[src/rtl/trig_event_monitor.sv]
// trig_event_monitor: logs each rising edge of trig_in as a {timestamp, sequence} record in a small FIFO.
// Optional macro TRIG_SYNC_EN inserts a 2-flop synchronizer ahead of the edge detector.
module trig_event_monitor #(
  parameter int TS_W  = 16,
  parameter int CNT_W = 8,
  parameter int DEPTH = 4
) (
  input  logic             clk,
  input  logic             rst,
  input  logic             en,
  input  logic             clr,
  input  logic             trig_in,
  output logic             ev_valid,
  input  logic             ev_ready,
  output logic [TS_W-1:0]  ev_ts,
  output logic [CNT_W-1:0] ev_idx,
  output logic [CNT_W-1:0] ev_count,
  output logic             overflow,
  output logic             active
);

  localparam int AW = (DEPTH > 1) ? $clog2(DEPTH) : 1;

  logic [TS_W-1:0]  ts;
  logic [CNT_W-1:0] seq;
  logic             trig_d;
  logic             det_in;
  logic             trig_edge;
  logic             push_req;
  logic             push;
  logic             pop;
  logic             full;
  logic             empty;
  logic [AW:0]      wr_ptr;
  logic [AW:0]      rd_ptr;
  logic [TS_W-1:0]  mem_ts  [DEPTH];
  logic [CNT_W-1:0] mem_idx [DEPTH];

`ifdef TRIG_SYNC_EN
  logic [1:0] sync_q;

  always_ff @(posedge clk or posedge rst) begin
    if (rst) sync_q <= '0;
    else     sync_q <= {sync_q[0], trig_in};
  end

  assign det_in = sync_q[1];
`else
  assign det_in = trig_in;
`endif

  // Pointers carry one extra wrap bit so full and empty are distinguishable.
  assign empty     = (wr_ptr == rd_ptr);
  assign full      = (wr_ptr[AW] != rd_ptr[AW]) && (wr_ptr[AW-1:0] == rd_ptr[AW-1:0]);
  assign trig_edge = det_in & ~trig_d;
  assign push_req  = trig_edge & en & ~clr;
  assign pop       = ~empty & ev_ready & ~clr;
  assign push      = push_req & (~full | pop);

  assign ev_valid = ~empty;
  assign ev_ts    = mem_ts[rd_ptr[AW-1:0]];
  assign ev_idx   = mem_idx[rd_ptr[AW-1:0]];
  assign active   = trig_d;

  always_ff @(posedge clk or posedge rst) begin
    if (rst) begin
      ts       <= '0;
      seq      <= '0;
      trig_d   <= 1'b0;
      wr_ptr   <= '0;
      rd_ptr   <= '0;
      ev_count <= '0;
      overflow <= 1'b0;
      for (int i = 0; i < DEPTH; i++) begin
        mem_ts[i]  <= '0;
        mem_idx[i] <= '0;
      end
    end else begin
      ts     <= ts + TS_W'(1);
      trig_d <= det_in;
      if (clr) begin
        wr_ptr   <= '0;
        rd_ptr   <= '0;
        seq      <= '0;
        ev_count <= '0;
        overflow <= 1'b0;
      end else begin
        // Sequence and count advance even when the record itself is dropped.
        if (push_req) begin
          seq <= seq + CNT_W'(1);
          if (ev_count != '1) ev_count <= ev_count + CNT_W'(1);
          if (full && !pop) overflow <= 1'b1;
        end
        if (push) begin
          mem_ts[wr_ptr[AW-1:0]]  <= ts;
          mem_idx[wr_ptr[AW-1:0]] <= seq;
          wr_ptr <= wr_ptr + (AW+1)'(1);
        end
        if (pop) rd_ptr <= rd_ptr + (AW+1)'(1);
      end
    end
  end

endmodule

[config.mk]
export PLATFORM = sky130hd
export DESIGN_NAME = trig_event_monitor
export DESIGN_NICKNAME = d
export VERILOG_FILES = /design/src/rtl/trig_event_monitor.sv
export SDC_FILE = /design/constraint.sdc
export NUM_CORES = 1
export LEC_CHECK = 0
export CAP_MARGIN = 20
export CORE_MARGIN = 5
export CORE_UTILIZATION = 28
export CTS_BUF_LIST = sky130_fd_sc_hd__clkbuf_8
export DETAILED_ROUTE_END_ITERATION = 12
export GPL_TIMING_DRIVEN = 1
export RECOVER_POWER = 25
export SYNTH_ARGS = -nofsm -noshare
export SYNTH_HDL_FRONTEND = slang
export SYNTH_SLANG_ARGS = --single-unit
[constraint.sdc]
create_clock -name clk -period 4.6 [get_ports clk]
set_clock_uncertainty 0.1 [all_clocks]
set_input_delay 0.92 -clock clk [delete_from_list [all_inputs] [get_ports clk]]
set_output_delay 0.92 -clock clk [all_outputs]
set_load 0.01 [all_outputs]
-- Yosys cells after proc, flatten, opt, wreduce, memory -nomap -nowiden
Cells that the tools add are included.
- flip-flop bits (word level): 136
- input port bits: 6
- output and inout port bits: 35
- logic and storage cells: 76
- add/sub/neg operators: 5
- $lt $le $gt $ge: 3
- equal/unequal tests: 4
- multiplexer cells: 24
- bitwise gates (word level): 13
- reductions and logical operators: 12
- operators by type and width (kind ; count):
    bitwise mux 64 bit ; 1
    2-to-1 mux 8 bit ; 8
    2-to-1 mux 16 bit ; 3
    binary-select mux 16 bit (select 2 bit) ; 1
    bitwise mux 32 bit ; 1
    demux 16 bit (select 2 bit) ; 1
    adder 16 x 1 -> 16 bit, second input constant ; 1
    adder 8 x 1 -> 8 bit, second input constant ; 2
    binary-select mux 8 bit (select 2 bit) ; 1
    demux 8 bit (select 2 bit) ; 1
    2-to-1 mux 3 bit ; 4
    nonzero test 2 bit ; 5
    inequality test 8 bit, second input constant ; 1
    adder 3 x 1 -> 3 bit, second input constant ; 2
    AND 1 bit ; 6
    >= comparator 3 bit, second input constant ; 2
    inverter 2 -> 3 bit ; 2
    AND reduction 2 bit ; 3
    inverter 1 bit ; 4
    equality test 3 bit ; 1
    logical AND 1 bit ; 3
    < comparator 3 x 1 -> 1 bit, second input constant ; 1
    2-to-1 mux 1 bit ; 3
    equality test 2 bit ; 1
    3 further kinds ; 3

-- Logic depth before layout (Yosys ltp)
Gate-level depths: netlist (run 1).
- depth after elaboration: 9
- depth in mapped cells: 6
- gate-level depth less buffers: 5

-- Worst setup path before layout (run 1)
Ideal clock, no wire load.
- path type: register to output
- start point: register rd_ptr[0]
- end point: output port ev_idx[0]
- arrival: 1636 ps
- required time: 3580 ps
- slack: 1944 ps
- stages on the path, launching flop included: 4
- path through: dfrtp_1 -> buf_4 -> buf_1 -> mux4_2
- word-level cells in the longest chain between the ends: 4
- ends and longest elaborated chain (item ; RTL line ; text):
    start: declaration ; 35 ; logic [AW:0] rd_ptr;
    start signal: assignment ; 99 ; if (pop) rd_ptr <= rd_ptr + (AW+1)'(1);
    inverter 2 -> 3 bit (implied by the code) ; 62 ; assign ev_idx = mem_idx[rd_ptr[AW-1:0]];
    binary-select mux 8 bit (select 2 bit) ; 62 ;
    2-to-1 mux 8 bit (implied by the code) (2 in series) ; 62 ;
    end: declaration ; 16 ; output logic [CNT_W-1:0] ev_idx,
Every way passes these cells. The select of a mux whose other input is x is not followed.

-- Worst setup path in the final report (run 1)
- start point: register rd_ptr[0]
- end point: output port ev_ts[10]
- word-level cells in the longest chain between the ends: 4
- ends and longest elaborated chain (item ; RTL line ; text):
    inverter 2 -> 3 bit (implied by the code) ; 61 ; assign ev_ts = mem_ts[rd_ptr[AW-1:0]];
    binary-select mux 16 bit (select 2 bit) ; 61 ;
    2-to-1 mux 16 bit (implied by the code) (2 in series) ; 61 ;
    end: declaration ; 15 ; output logic [TS_W-1:0] ev_ts,
Every way passes these cells. The select of a mux whose other input is x is not followed.

==> flow_summary_export.csv, run 1 <==
group,metric,value,unit
final_layout,antenna_cells,0,
place,place_congestion,0.767,
synthesis,synth_area_leader_cell,"dfrtp_1",
place,place_hpwl,7.81,mm
clock_network,clk_latency,0.44,ns
synthesis,synth-edff-count,0,
synthesis,async_reset_ff_share,100,%
routing,drcViolationCount,0,
routing,wl_met2,6.18,mm
clock_network,clk_pin_slew_worst_paths,0.08,ns
routing,drt_iter0_drc,207,
job,maxCapViolCount,0,
final_layout,fill_cells,2120,
sta,timing.hold.ws,0.404,ns
final_layout,multi_input_area,2580,µm²
worst_hold_path,hold_path_class,"reg -> reg",
setup_path,cp_data_arrival_time,2.65,ns
die,coreArea,21700,µm²
pwr,total_leakage_power,3.24,nW
die,die_y,158,µm
setup_path,worstSetupPathType,"reg -> out",
global_routing,grt.total_usage,10.7,%
clock_network,cts.path.max_buffers,2,
synthesis,syn-cell-area,6140,µm²
routing,antenna_left,0,
global_routing,grt_pass1_wl,20.9,mm
clock_network,holdBufCountCts,0,
global_routing,antenna_found_initial,0,
final_layout,fin_cells,756,
sta,worstMarginPinSlew,1.47,ns
synthesis,ys_types,37,
final_layout,syn_to_final_growth,17.1,%
synthesis,yosysMostFrequentCell,"dfrtp_1",
routing,drt-total-wl,12.4,mm
clock_network,cts_tree,"yes",
routing,wire_per_inst,16.4,µm
setup_path,end_kind,"output port",
final_layout,layout-drive-gt1-share,34.9,%
routing,dr.max_layer_used,"met4",
synthesis,synth.avg_cell_area,14.6,µm²
die,initial_core_util,28.3,%
place,place_inst,724,
sta,final_max_slew_viol_count,0,
global_routing,grt_overflow,0,
die,core.rowCount,54,
synthesis,synthTopCellsByArea,"dfrtp_1 (55%), mux2_2 (18%), mux4_2 (8.8%), xnor2_1 (2.4%), xor2_1 (1.7%)",
routing,wl_met3,365,µm
final_layout,seq_area,3400,µm²
final_layout,fin_nets,477,
sta,maxClockFrequency,272,MHz
sta,setup_tns,0,ns
synthesis,ys_seq_area_share,55.4,%
pwr,total_power,2.36,mW
sta,slew_headroom,2.24,%
clock_network,cts.sinks,136,
clock_network,post_cts_buffers,0,
synthesis,synth_top_area_share,55.4,%
clock_network,cts_resized,0,
setup_path,crit_fanout,27,
routing,viasPerCell,4.66,
setup_path,startpoint_type,"flip-flop",
die,die_area,25000,µm²
synthesis,synth_commonest_cells,"dfrtp_1 (136), mux2_2 (96), mux4_2 (24)",
clock_network,cts_buffers,17,
setup_path,ff2ff_setup_slack,1.46,ns
synthesis,synthCells,420,
synthesis,yosysWarnings,0,
sta,fin_crit,3.67,ns
clock_network,cts_root_buf,"clkbuf_8",
synthesis,ys_dominant_reg_cell,"dfrtp_1",
global_routing,grt_start_max_net_pins,108,
sta,hold_viol,0,
pwr,ir_worst_vdd,144,µV
die,die_width,158,µm
sta,min_period_over_period,79.8,%
sta,rsz0062_at_grt,"no",
sta,setup_viol,0,
routing,first_pass_iters,4,
synthesis,synthesis.nets,434,
global_routing,first_global_vias,3857,
outcome,status,"finished clean",
routing,vias,3526,
pwr,power_density,329,nW/µm²
die,design.portCount,41,
setup_path,critical_path_required,3.58,ns
routing,wl_met1,5.77,mm
clock_network,h-tree-depth,4,
place,port-buffer-count,40,
synthesis,ys_seq_elements,136,
[metrics by stage]
stage	worst slack, ns	area (µm²)	util (%)
after floorplan	1.89	6140	-
after global placement	1.11	6830	31.5
final	0.927	7190	33.2
after global routing	0.535	7190	33.2
after detailed placement	1.01	6830	31.5
after CTS	0.829	7210	33.2
[where the power goes]
part / switching (mW) / internal, mW
Combinational: 0.0801 / 0.0985
Clock: 0.495 / 0.436
Sequential: 0.0350 / 1.22
[critical path, cell delays in order (launching register included)]
cell             delay, ns
dfrtp_2               1.04
mux4_2                0.66
clkdlybuf4s50_1       0.51
[kinds of logic (layout without fill, tap and decap cells)]
| logic type | after synthesis | in the layout | share of synthesized area (%) |
|---|---|---|---|
| muxes | 125 | 125 | 27.2 |
| adders and majority gates | 8 | 8 | 1.63 |
| and+or+nand+nor | 78 | 78 | 6.71 |
| xor gates and xnor gates | 29 | 29 | 4.14 |
| buffers and inverters | 29 | 85 | 2.96 |
| DFF | 136 | 136 | 55.4 |
| AOI/OAI and AO/OA | 15 | 15 | 1.92 |
[flip-flops by register name, indices dropped and copies added (netlist names)]
name and cells:
overflow 1, ts 16, seq 8, rd_ptr 3
wr_ptr 3, mem_ts 64, active 1, mem_idx 32
ev_count 8
[cell type report]
| type | instances | share of cell area [%] |
|---|---|---|
| inverters | 6 | 0.331 |
| multi-input cells | 255 | 35.9 |
| clock buffers | 17 | 3.25 |
| clock inverters | 15 | 2.04 |
| well taps | 280 | 4.87 |
| flip-flops and latches | 136 | 47.3 |
| repair buffers | 47 | 6.30 |
[routing by layer]
metal / GRT usage (%) / up-vias
li1: - / 1607
met1: 14.3 / 1870
met2: 17.3 / 42
met3: 2.90 / 7
met4: 2.68 / 0
met5: 0 / -
[cells in the final DEF (no fill, tap or decap), drive strengths merged, types with 7 or more instances in the layout]
| master | n |
|---|---|
| mux2 | 96 |
| xnor2 | 17 |
| dfrtp | 136 |
| nand2 | 13 |
| inv | 9 |
| clkbuf | 18 |
| xor2 | 12 |
| nor3 | 7 |
| ha | 8 |
| clkdlybuf4s50 | 38 |
| mux4 | 24 |
| nand4 | 8 |
| nand3 | 11 |
| nor2 | 22 |
[final timing paths]
path,depth (start not counted),from,end
worst min register to register,1,mem_idx[15]$_DFFE_PP0P_,mem_idx[15]$_DFFE_PP0P_
min in group asynchronous,2,rst,mem_ts[11]$_DFFE_PP0P_
worst min-delay path,1,mem_idx[15]$_DFFE_PP0P_,mem_idx[15]$_DFFE_PP0P_
max in group asynchronous,3,rst,rd_ptr[0]$_DFFE_PP0P_
worst max register to register,5,rd_ptr[0]$_DFFE_PP0P_,mem_ts[55]$_DFFE_PP0P_
worst max-delay path,2,rd_ptr[0]$_DFFE_PP0P_,ev_ts[10]
Power figures use the tool's default switching activity.
==> run 2: changes to the inputs <==
==> constraint.sdc (replaced) <==
create_clock -name clk -period 3.1 [get_ports clk]
set_clock_uncertainty 0.1 [all_clocks]
set_input_delay 0.62 -clock clk [delete_from_list [all_inputs] [get_ports clk]]
set_output_delay 0.62 -clock clk [all_outputs]
set_load 0.01 [all_outputs]
==> run 2 against run 1 <==
First-iteration DRC count decreased by 21%. Wire length grew 0.84%. Largest cell class unchanged. Critical path type unchanged. Largest power group unchanged. Global-route usage rose by 0.19 points. Worst hold slack gained 0.0015 ns. Register-to-register slack worse by 0.80 ns. Clock-buffer cell count rose by 1.
==> flow_summary_export.csv, run 2 (same netlist as run 1, synthesis figures left out) <==
group,metric,value,unit
outcome,status,"finished clean",
die,core.rowCount,54,
setup_path,critical_path_required,2.38,ns
setup_path,ff2ff_setup_slack,0.66,ns
die,die_width,158,µm
routing,antenna_left,0,
routing,wire_per_inst,16.3,µm
clock_network,cts_tree,"yes",
clock_network,cts_root_buf,"clkbuf_8",
sta,hold_viol,0,
worst_hold_path,hold_path_class,"reg -> reg",
clock_network,holdBufCountCts,0,
clock_network,clk_pin_slew_worst_paths,0.08,ns
sta,rsz0062_at_grt,"no",
setup_path,r2r-start,"rd_ptr[0]$_DFFE_PP0P_",
sta,worstMarginPinSlew,1.20,ns
final_layout,largest_reg_flops,64,
setup_path,cpMaxStageDelayCell,"clkdlybuf4s50_1",
setup_path,r2r_cells,7,
final_layout,layout-drive-gt1-share,35.7,%
setup_path,cp_num_buf_inv,2,
sta,min_period_over_period,94.6,%
place,dpl_worst_slack,0.288,ns
worst_hold_path,hold_depth,1,
clock_network,cts_resized,0,
pwr,power_density,507,nW/µm²
global_routing,grt_pass1_wl,21.0,mm
pwr,switching_share,23.0,%
sta,setup_tns,0,ns
setup_path,crit_fanout,27,
sta,post-route-worst-setup-slack,0.168,ns
setup_path,worstSetupPathType,"reg -> out",
final_layout,syn_to_final_growth,19.3,%
job,maxCapViolCount,0,
sta,final_max_slew_viol_count,0,
die,design.portCount,41,
setup_path,cp_data_arrival_time,2.21,ns
pwr,sequentialPowerShare,49.4,%
clock_network,cts_buffers,17,
clock_network,post_cts_buffers,0,
pwr,pwr-share-comb,8.4,%
final_layout,reg_top3,"mem_ts x64, mem_idx x32, ts x16",
routing,first_pass_iters,5,
setup_path,end_kind,"output port",
sta,setup_viol,0,
sta,maxClockFrequency,341,MHz
routing,vias,3608,
setup_path,cp-startpoint,"rd_ptr[0]$_DFFE_PP0P_",
die,die_y,158,µm
global_routing,grt.total_usage,10.9,%
die,die_area,25000,µm²
place,port-buffer-count,40,
place,place_congestion,0.712,
final_layout,antenna_cells,0,
clock_network,clk_latency,0.44,ns
routing,drt-total-wl,12.5,mm
global_routing,grt_start_max_net_pins,90,
clock_network,h-tree-depth,4,
pwr,total_leakage_power,3.33,nW
global_routing,grt_overflow,0,
global_routing,first_global_vias,3877,
routing,drt_iter0_drc,164,
global_routing,antenna_found_initial,0,
final_layout,postLayoutCoreUtil,33.8,%
pwr,p_int,2.86,mW
die,initial_core_util,28.3,%
pwr,switchingPower,0.854,mW
setup_path,worst-path-stages,5,
setup_path,startpoint_type,"flip-flop",
final_layout,final_cell_mix,"dfrtp_1 (135), mux2_2 (96), clkdlybuf4s50_1 (38), mux4_2 (24), nor2_1 (22)",
sta,fin_crit,2.93,ns
setup_path,cp-endpoint,"ev_valid",
pwr,ir_worst_vdd,215,µV
routing,drcViolationCount,0,
pwr,power_frac_clock,42.1,%
final_layout,fill_cells,2121,
routing,viasPerCell,4.72,
final_layout,fin_nets,486,
setup_path,critPathTopFamily,"buffers and inverters",
setup_path,worstReg2RegEnd,"mem_ts[20]$_DFFE_PP0P_",
final_layout,final_common_cell,"dfrtp_1",
clock_network,cts.sinks,136,
clock_network,cts.path.max_buffers,2,
place,place_hpwl,8.40,mm
final_layout,regMostFlops,"mem_ts",
setup_path,critPathMaxStageDelay,0.54,ns
sta,slew_headroom,20.0,%
setup_path,path_cells,"buf_12, xor2_1, nor2_1, nand2_1, clkdlybuf4s50_1",
die,coreArea,21700,µm²
==> run 2: layer usage <==
metal	vias up	track usage [%]	part of all wire, %
met2	50	17.9	50
met1	1911	13.8	45
met3	14	2.93	3.7
met4	0	3.78	1.3
li1	1633	-	-
met5	-	0	0
==> run 2: layout make-up <==
class                           count  area [µm²]  area share, %
Sequential cell                   136        3400           46.5
Clock buffer                       18         248           3.38
Multi-Input combinational cell    255        2580           35.2
Tap cell                          280         350           4.78
Clock inverter                     14         183           2.49
Inverter                            6        26.3          0.359
Timing Repair Buffer               56         533           7.28
==> run 2: worst min-delay path by stage <==
stage / slack [ns] / to / from
2_1_floorplan: 0.38 / mem_idx[10]$_DFFE_PP0P_ / mem_idx[10]$_DFFE_PP0P_
3_3_place_gp: 0.38 / mem_ts[28]$_DFFE_PP0P_ / mem_ts[28]$_DFFE_PP0P_
3_5_place_dp: 0.39 / mem_idx[1]$_DFFE_PP0P_ / mem_idx[1]$_DFFE_PP0P_
4_1_cts: 0.41 / mem_idx[1]$_DFFE_PP0P_ / mem_idx[1]$_DFFE_PP0P_
5_1_grt: 0.42 / mem_ts[6]$_DFFE_PP0P_ / mem_ts[6]$_DFFE_PP0P_
6_report: 0.41 / mem_idx[17]$_DFFE_PP0P_ / mem_idx[17]$_DFFE_PP0P_
==> run 2: through the flow <==
step	power [mW]	cell area (µm²)	cells	hold slack, ns
5_1_grt	3.87	7320	765	0.421
2_1_floorplan	2.06	6140	420	0.375
3_3_place_gp	2.19	6910	733	0.383
6_report	3.71	7320	765	0.405
3_5_place_dp	2.20	6910	733	0.392
4_1_cts	3.78	7340	765	0.410
==> run 2: power by group through the flow <==
stage / sequential [mW] / combinational (mW) / clock (mW)
4_1_cts: 1.83 / 0.330 / 1.62
5_1_grt: 1.84 / 0.344 / 1.69
2_1_floorplan: 1.86 / 0.195 / 0
3_3_place_gp: 1.87 / 0.324 / 0
3_5_place_dp: 1.87 / 0.329 / 0
6_report: 1.83 / 0.313 / 1.56
